### src/rtl/dmem_pkg.sv
// Shared types and constants for the data-memory requester.
// Latency: n/a (declarations only).
// Backpressure: n/a (declarations only).
//
// Contents: FSM state enum, RISC-V load/store width codes, invalid-op decode.
// Misaligned-access faults are handled in dmem_requester under MISALIGN_TRAP_EN.
package dmem_pkg;

  localparam logic [2:0] F3_B  = 3'b000;
  localparam logic [2:0] F3_H  = 3'b001;
  localparam logic [2:0] F3_W  = 3'b010;
  localparam logic [2:0] F3_BU = 3'b100;
  localparam logic [2:0] F3_HU = 3'b101;

  typedef enum logic [2:0] {
    IDLE = 3'd0,
    RD   = 3'd1,
    CAP  = 3'd2,
    WR   = 3'd3,
    WRH  = 3'd4,
    DONE = 3'd5
  } state_t;

  // Unsupported width codes, and unsigned variants used with a store.
  function automatic logic is_invalid_op(input logic is_store, input logic [2:0] funct3);
    logic bad;
    bad = 1'b0;
    case (funct3)
      F3_B, F3_H, F3_W: bad = 1'b0;
      F3_BU, F3_HU:     bad = is_store;
      default:          bad = 1'b1;
    endcase
    return bad;
  endfunction

endpackage

### src/rtl/byte_lane_unit.sv
// Load lane extract/extend and sub-word store merge for one 32-bit RAM word.
// Latency: purely combinational.
// Backpressure: none; outputs follow inputs.
//
// Ports: funct3 (width code), offset (byte address bits [1:0]), rdata (RAM word),
//        wdata (store operand), load_ext (extended load result), merged (word to write).
module byte_lane_unit
  import dmem_pkg::*;
(
  input  logic [2:0]  funct3,
  input  logic [1:0]  offset,
  input  logic [31:0] rdata,
  input  logic [31:0] wdata,
  output logic [31:0] load_ext,
  output logic [31:0] merged
);

  logic [7:0]  byte_sel;
  logic [15:0] half_sel;

  always_comb begin
    byte_sel = rdata[7:0];
    case (offset)
      2'd1:    byte_sel = rdata[15:8];
      2'd2:    byte_sel = rdata[23:16];
      2'd3:    byte_sel = rdata[31:24];
      default: byte_sel = rdata[7:0];
    endcase

    // Halfword lane follows addr[1] only; an odd address is not trapped here.
    half_sel = offset[1] ? rdata[31:16] : rdata[15:0];

    load_ext = rdata;
    case (funct3)
      F3_B:    load_ext = {{24{byte_sel[7]}}, byte_sel};
      F3_BU:   load_ext = {24'h000000, byte_sel};
      F3_H:    load_ext = {{16{half_sel[15]}}, half_sel};
      F3_HU:   load_ext = {16'h0000, half_sel};
      default: load_ext = rdata;
    endcase

    merged = rdata;
    case (funct3[1:0])
      2'b00: begin
        case (offset)
          2'd0:    merged[7:0]   = wdata[7:0];
          2'd1:    merged[15:8]  = wdata[7:0];
          2'd2:    merged[23:16] = wdata[7:0];
          default: merged[31:24] = wdata[7:0];
        endcase
      end
      2'b01: begin
        if (offset[1]) merged[31:16] = wdata[15:0];
        else           merged[15:0]  = wdata[15:0];
      end
      default: merged = wdata;
    endcase
  end

endmodule

### src/rtl/dmem_requester.sv
// Sequences one CPU load/store onto a single-port synchronous RAM (read-modify-write for B/H stores).
// Latency: done 3 cycles after accept for loads and SW, 5 for SB/SH, 1 for faults.
// Backpressure: busy stalls the CPU while not IDLE; req is only sampled in IDLE.
//
// Ports: clk, nRst (async active-low); CPU side req/is_store/funct3/addr/store_data in,
//        load_data/busy/done/err out; RAM side read_enable/write_enable/address_DM/data_in out,
//        data_out in (valid the cycle after read_enable).
// Build option: define MISALIGN_TRAP_EN to fault misaligned H/HU/SH and W/SW accesses.
module dmem_requester
  import dmem_pkg::*;
(
  input  logic        clk,
  input  logic        nRst,
  input  logic        req,
  input  logic        is_store,
  input  logic [2:0]  funct3,
  input  logic [31:0] addr,
  input  logic [31:0] store_data,
  output logic [31:0] load_data,
  output logic        busy,
  output logic        done,
  output logic        err,
  output logic        read_enable,
  output logic        write_enable,
  output logic [11:0] address_DM,
  output logic [31:0] data_in,
  input  logic [31:0] data_out
);

  state_t      state, state_nxt;
  logic        is_store_q;
  logic [2:0]  funct3_q;
  logic [11:0] addr_q;
  logic [31:0] wdata_q;     // store operand, replaced by the merged word in CAP
  logic        err_q;
  logic        accept;
  logic        fault;
  logic [31:0] lane_load;
  logic [31:0] lane_merged;

  // The RAM only spans 4 KiB; the upper address bits are intentionally dropped.
  logic unused_addr_hi;
  assign unused_addr_hi = ^addr[31:12];

  assign accept = (state == IDLE) && req;

  always_comb begin
    fault = is_invalid_op(is_store, funct3);
`ifdef MISALIGN_TRAP_EN
    if ((funct3[1:0] == 2'b01) && addr[0]) fault = 1'b1;
    if ((funct3 == F3_W) && (addr[1:0] != 2'b00)) fault = 1'b1;
`endif
  end

  byte_lane_unit u_lane (
    .funct3   (funct3_q),
    .offset   (addr_q[1:0]),
    .rdata    (data_out),
    .wdata    (wdata_q),
    .load_ext (lane_load),
    .merged   (lane_merged)
  );

  always_ff @(posedge clk or negedge nRst) begin
    if (!nRst) state <= IDLE;
    else       state <= state_nxt;
  end

  always_comb begin
    state_nxt    = state;
    busy         = 1'b1;
    done         = 1'b0;
    err          = 1'b0;
    read_enable  = 1'b0;
    write_enable = 1'b0;
    address_DM   = {addr_q[11:2], 2'b00};
    data_in      = '0;
    case (state)
      IDLE: begin
        busy       = 1'b0;
        address_DM = '0;
        if (req) begin
          if (fault)                            state_nxt = DONE;
          else if (is_store && funct3 == F3_W)  state_nxt = WR;
          else                                  state_nxt = RD;
        end
      end
      RD: begin
        read_enable = 1'b1;
        state_nxt   = CAP;
      end
      CAP: begin
        state_nxt = is_store_q ? WR : DONE;
      end
      WR: begin
        write_enable = 1'b1;
        data_in      = wdata_q;
        state_nxt    = WRH;
      end
      WRH: begin
        state_nxt = DONE;
      end
      DONE: begin
        done       = 1'b1;
        err        = err_q;
        address_DM = '0;
        state_nxt  = IDLE;
      end
      default: begin
        busy       = 1'b0;
        address_DM = '0;
        state_nxt  = IDLE;
      end
    endcase
  end

  always_ff @(posedge clk or negedge nRst) begin
    if (!nRst) begin
      is_store_q <= 1'b0;
      funct3_q   <= '0;
      addr_q     <= '0;
      wdata_q    <= '0;
      err_q      <= 1'b0;
      load_data  <= '0;
    end else begin
      if (accept) begin
        is_store_q <= is_store;
        funct3_q   <= funct3;
        addr_q     <= addr[11:0];
        wdata_q    <= store_data;
        err_q      <= fault;
      end
      if (state == CAP) begin
        if (is_store_q) wdata_q   <= lane_merged;
        else            load_data <= lane_load;
      end
    end
  end

endmodule

### config.mk
export PLATFORM = sky130hd
export DESIGN_NAME = dmem_requester
export DESIGN_NICKNAME = d
export VERILOG_FILES = /design/src/rtl/dmem_pkg.sv /design/src/rtl/byte_lane_unit.sv /design/src/rtl/dmem_requester.sv
export SDC_FILE = /design/constraint.sdc
export NUM_CORES = 1
export LEC_CHECK = 0
export CAP_MARGIN = 20
export CORE_MARGIN = 2
export CORE_UTILIZATION = 48
export DETAILED_ROUTE_END_ITERATION = 10
export HOLD_SLACK_MARGIN = 0.03
export PLACE_DENSITY = 0.87
export SETUP_SLACK_MARGIN = 0.3
export SKIP_CTS_REPAIR_TIMING = 1
export SLEW_MARGIN = 20
export SYNTH_ARGS = -nofsm -noshare
export SYNTH_HDL_FRONTEND = slang
export SYNTH_SLANG_ARGS = --single-unit
### constraint.sdc
create_clock -name clk -period 3.8 [get_ports clk]
set_clock_uncertainty 0.1 [all_clocks]
set_input_delay 0.57 -clock clk [delete_from_list [all_inputs] [get_ports clk]]
set_output_delay 0.57 -clock clk [all_outputs]
set_load 0.02 [all_outputs]
==> metrics.txt <==
clock network power share 13.3%; Final period util 83.0%; synthesized-area fraction occupied by adder cells 0%; biggest area consumer among synthesized cells sky130_fd_sc_hd__dfrtp_1; via count normalized by instance count 5.90; Worst R2R Setup Slack 1.34 ns; count of TritonRoute iterations in the first routing pass 5; total gr overflow 0; total global routing track utilization 28.1%; floorplan row count 36; portion of the post-synthesis area used by sequential elements 43.9%; Pins Over Slew Limit 0; Filler Cells Inserted 784; switching power share of the total 43.8%; clk sinks 84; Peak VDD IR 0.000461 V; Clock Pin Slew Worst Setup and Hold Paths 0.09 ns; Synth warnings 0; distinct cell type count of the synthesized netlist 49; result of the run complete, no violations; Routability Congestion 0.886; Core Region 0.00973 mm^2; data required time at the worst endpoint 3.13 ns; Max Cap Violations 0; cell count after synthesis 538; Cell Int Power 3.08 mW; Critical Path Fanout Max 28; Compound-Gate Fraction of Synth Area 22.8%; net load switching power 2.40 mW; Power Dens Cells 821 mW/mm^2; Synth Area per Inst 8.89 um^2; source of the worst register-to-register timing path state[1]$_DFFE_PN0P_; initial drt markers 445; drt wl/cell 18.9 um; fmax 317 MHz; via count of the routed design 4824; unrepaired setup endpoints after global routing false; number of synthesized register bits 84; hold violation total from the final report 0; post-placement worst setup slack 1.05 ns; number of I/O pins 184; leading cell types by total area after synthesis sky130_fd_sc_hd__dfrtp_1, sky130_fd_sc_hd__a21oi_1, sky130_fd_sc_hd__nand2_1; overall die area 0.0108 mm^2; least setup slack across all paths after layout 0.646 ns; setup TNS after final layout 0 ns; portion of total power attributed to sequential cells 31.8%; insertion delay to the later sink of the worst-skew pair 0.35 ns; worst hold margin 0.131 ns; clk buf depth 2; data arrival time of the critical path 2.48 ns; commonest non-fill, non-tap cell in the layout sky130_fd_sc_hd__clkdlybuf4s50_1; effective utilization at floorplan 49.2%; Die Y-Extent 104 um; # setup viols final 0; number of antenna-violating nets in the routed design 0; number of antenna violations at the first check in global routing 0; R2R cell count 4; post-synthesis simple-gate area fraction 23.8%; htree depth 3; commonest register cell after synthesis sky130_fd_sc_hd__dfrtp_1; EDFF count, synth 0; largest net degree at the start of global routing 85; number of CTS-inserted buffers 9; mux contribution to synthesized area 3.92%; Critical Path Source Type register; DP Area 0.00644 mm^2; LEAKAGE 2.76 nW; share of cells above drive strength 1 7.15%; xor/xnor share of the synthesized area 0.183%; net total in the final layout 783; vias in the first global route 4665; Worst-Margin Slew 0.838 ns; share of the core filled with cells in the final layout 68.5%; relative contribution of combinational cells to total power 54.9%; clock tree from TritonCTS yes; area fraction of the dominant cell type after synthesis 43.9%; Slew Limit Headroom 44.2%; largest family of logic cells by synthesized area simple AND/OR/NAND/NOR gates; type of destination of the critical path primary output; class of the most critical hold timing path input pin to asynchronous set/reset pin; root cell of the clock tree sky130_fd_sc_hd__clkbuf_8; time the final worst path needs with I/O delays and setup 3.15 ns; number of diodes 0; half-perimeter wire length after placement 11100 um; global-route wire length before repair 24300 um; wire length reported by the detailed router 15400 um; number of design rule violations left after detail routing 0; post-route design area 0.00667 mm^2; number of I/O port buffers 161; leading cell types in the layout, fill and taps excluded sky130_fd_sc_hd__clkdlybuf4s50_1, sky130_fd_sc_hd__dfrtp_1, sky130_fd_sc_hd__nand2_1; category of the most critical setup path register to primary output; Async SR Flop Fraction 100%; Die Span X 104 um; capturing point of the worst reg2reg path load_data[8]$_DFFE_PN0P_; area added between synthesis and finish 39.4%; synthesized area 0.00478 mm^2
[cells by family after synthesis]
logic type,count (synthesis)
compound gates,162
xor+xnor,1
buf+inv,52
flops,84
mux,17
other cells,1
simple gates,221
[metrics by stage]
step                      power [mW]  std cells
after floorplan                 3.57        539
after global placement          4.63        802
after detailed placement        4.73        802
after CTS                       5.47        818
after global routing            5.81        818
final                           5.48        818
[cell usage after synthesis (all sizes together), types with 7 or more instances]
| master | n |
|---|---|
| a21oi | 60 |
| a221oi | 7 |
| a22oi | 14 |
| and2 | 38 |
| and3b | 7 |
| buf | 27 |
| clkbuf | 14 |
| dfrtp | 84 |
| inv | 11 |
| mux2i | 12 |
| nand2 | 73 |
| nand2b | 12 |
| nand3 | 7 |
| nand3b | 8 |
| nor2 | 40 |
| nor2b | 8 |
| nor3 | 13 |
| o21a | 7 |
| o21ai | 27 |
| o31ai | 8 |
| or3 | 9 |
[per-layer routing]
metal,vias up,global-route usage [%],part of all wire (%)
met5,-,0,0
met1,2306,38.5,42
li1,2185,-,-
met3,35,6.10,9.6
met2,298,44.5,47
met4,0,9.56,2.3
[registers in the layout, indices dropped and copies added, names as in the netlist]
| register | cells |
|---|---|
| wdata_q | 32 |
| err_q | 1 |
| load_data | 32 |
| addr_q | 12 |
| state | 3 |
| funct3_q | 3 |
| is_store_q | 1 |
[critical path: stages, from the launching register on]
cell and delay, ns:
sky130_fd_sc_hd__dfrtp_1 0.64, sky130_fd_sc_hd__nand2b_1 0.32, sky130_fd_sc_hd__nor2_1 0.16, sky130_fd_sc_hd__buf_4 0.24, sky130_fd_sc_hd__and2_1 0.16, sky130_fd_sc_hd__clkdlybuf4s50_1 0.60
[worst max path at each step]
stage	slack (ns)	from	to
after floorplan	1.52	state[2]$_DFFE_PN0P_	data_in[22]
after global placement	1.10	state[1]$_DFFE_PN0P_	data_in[7]
after detailed placement	1.05	state[1]$_DFFE_PN0P_	data_in[25]
after CTS	0.65	state[1]$_DFFE_PN0P_	data_in[25]
after global routing	0.44	state[1]$_DFFE_PN0P_	data_in[25]
final	0.65	state[1]$_DFFE_PN0P_	data_in[6]
[power by group through the flow]
stage	combinational, mW	sequential (mW)	clock [mW]
2_1_floorplan	1.80	1.77	0
5_1_grt	3.24	1.80	0.768
3_3_place_gp	2.91	1.72	0
6_report	3.01	1.74	0.729
4_1_cts	3.01	1.73	0.730
3_5_place_dp	2.99	1.74	0
[area by class of cell]
cell class | instances | area (um^2) | area share, %
multi-input cells | 403 | 2440 | 36.6
flip-flops and latches | 84 | 2100 | 31.5
repair buffers | 171 | 1690 | 25.3
well taps | 133 | 166 | 2.50
clock buffers | 11 | 141 | 2.12
clock inverters | 5 | 85.1 | 1.28
inverters | 11 | 41.3 | 0.619
No activity file was read; power rests on OpenSTA's default activity.
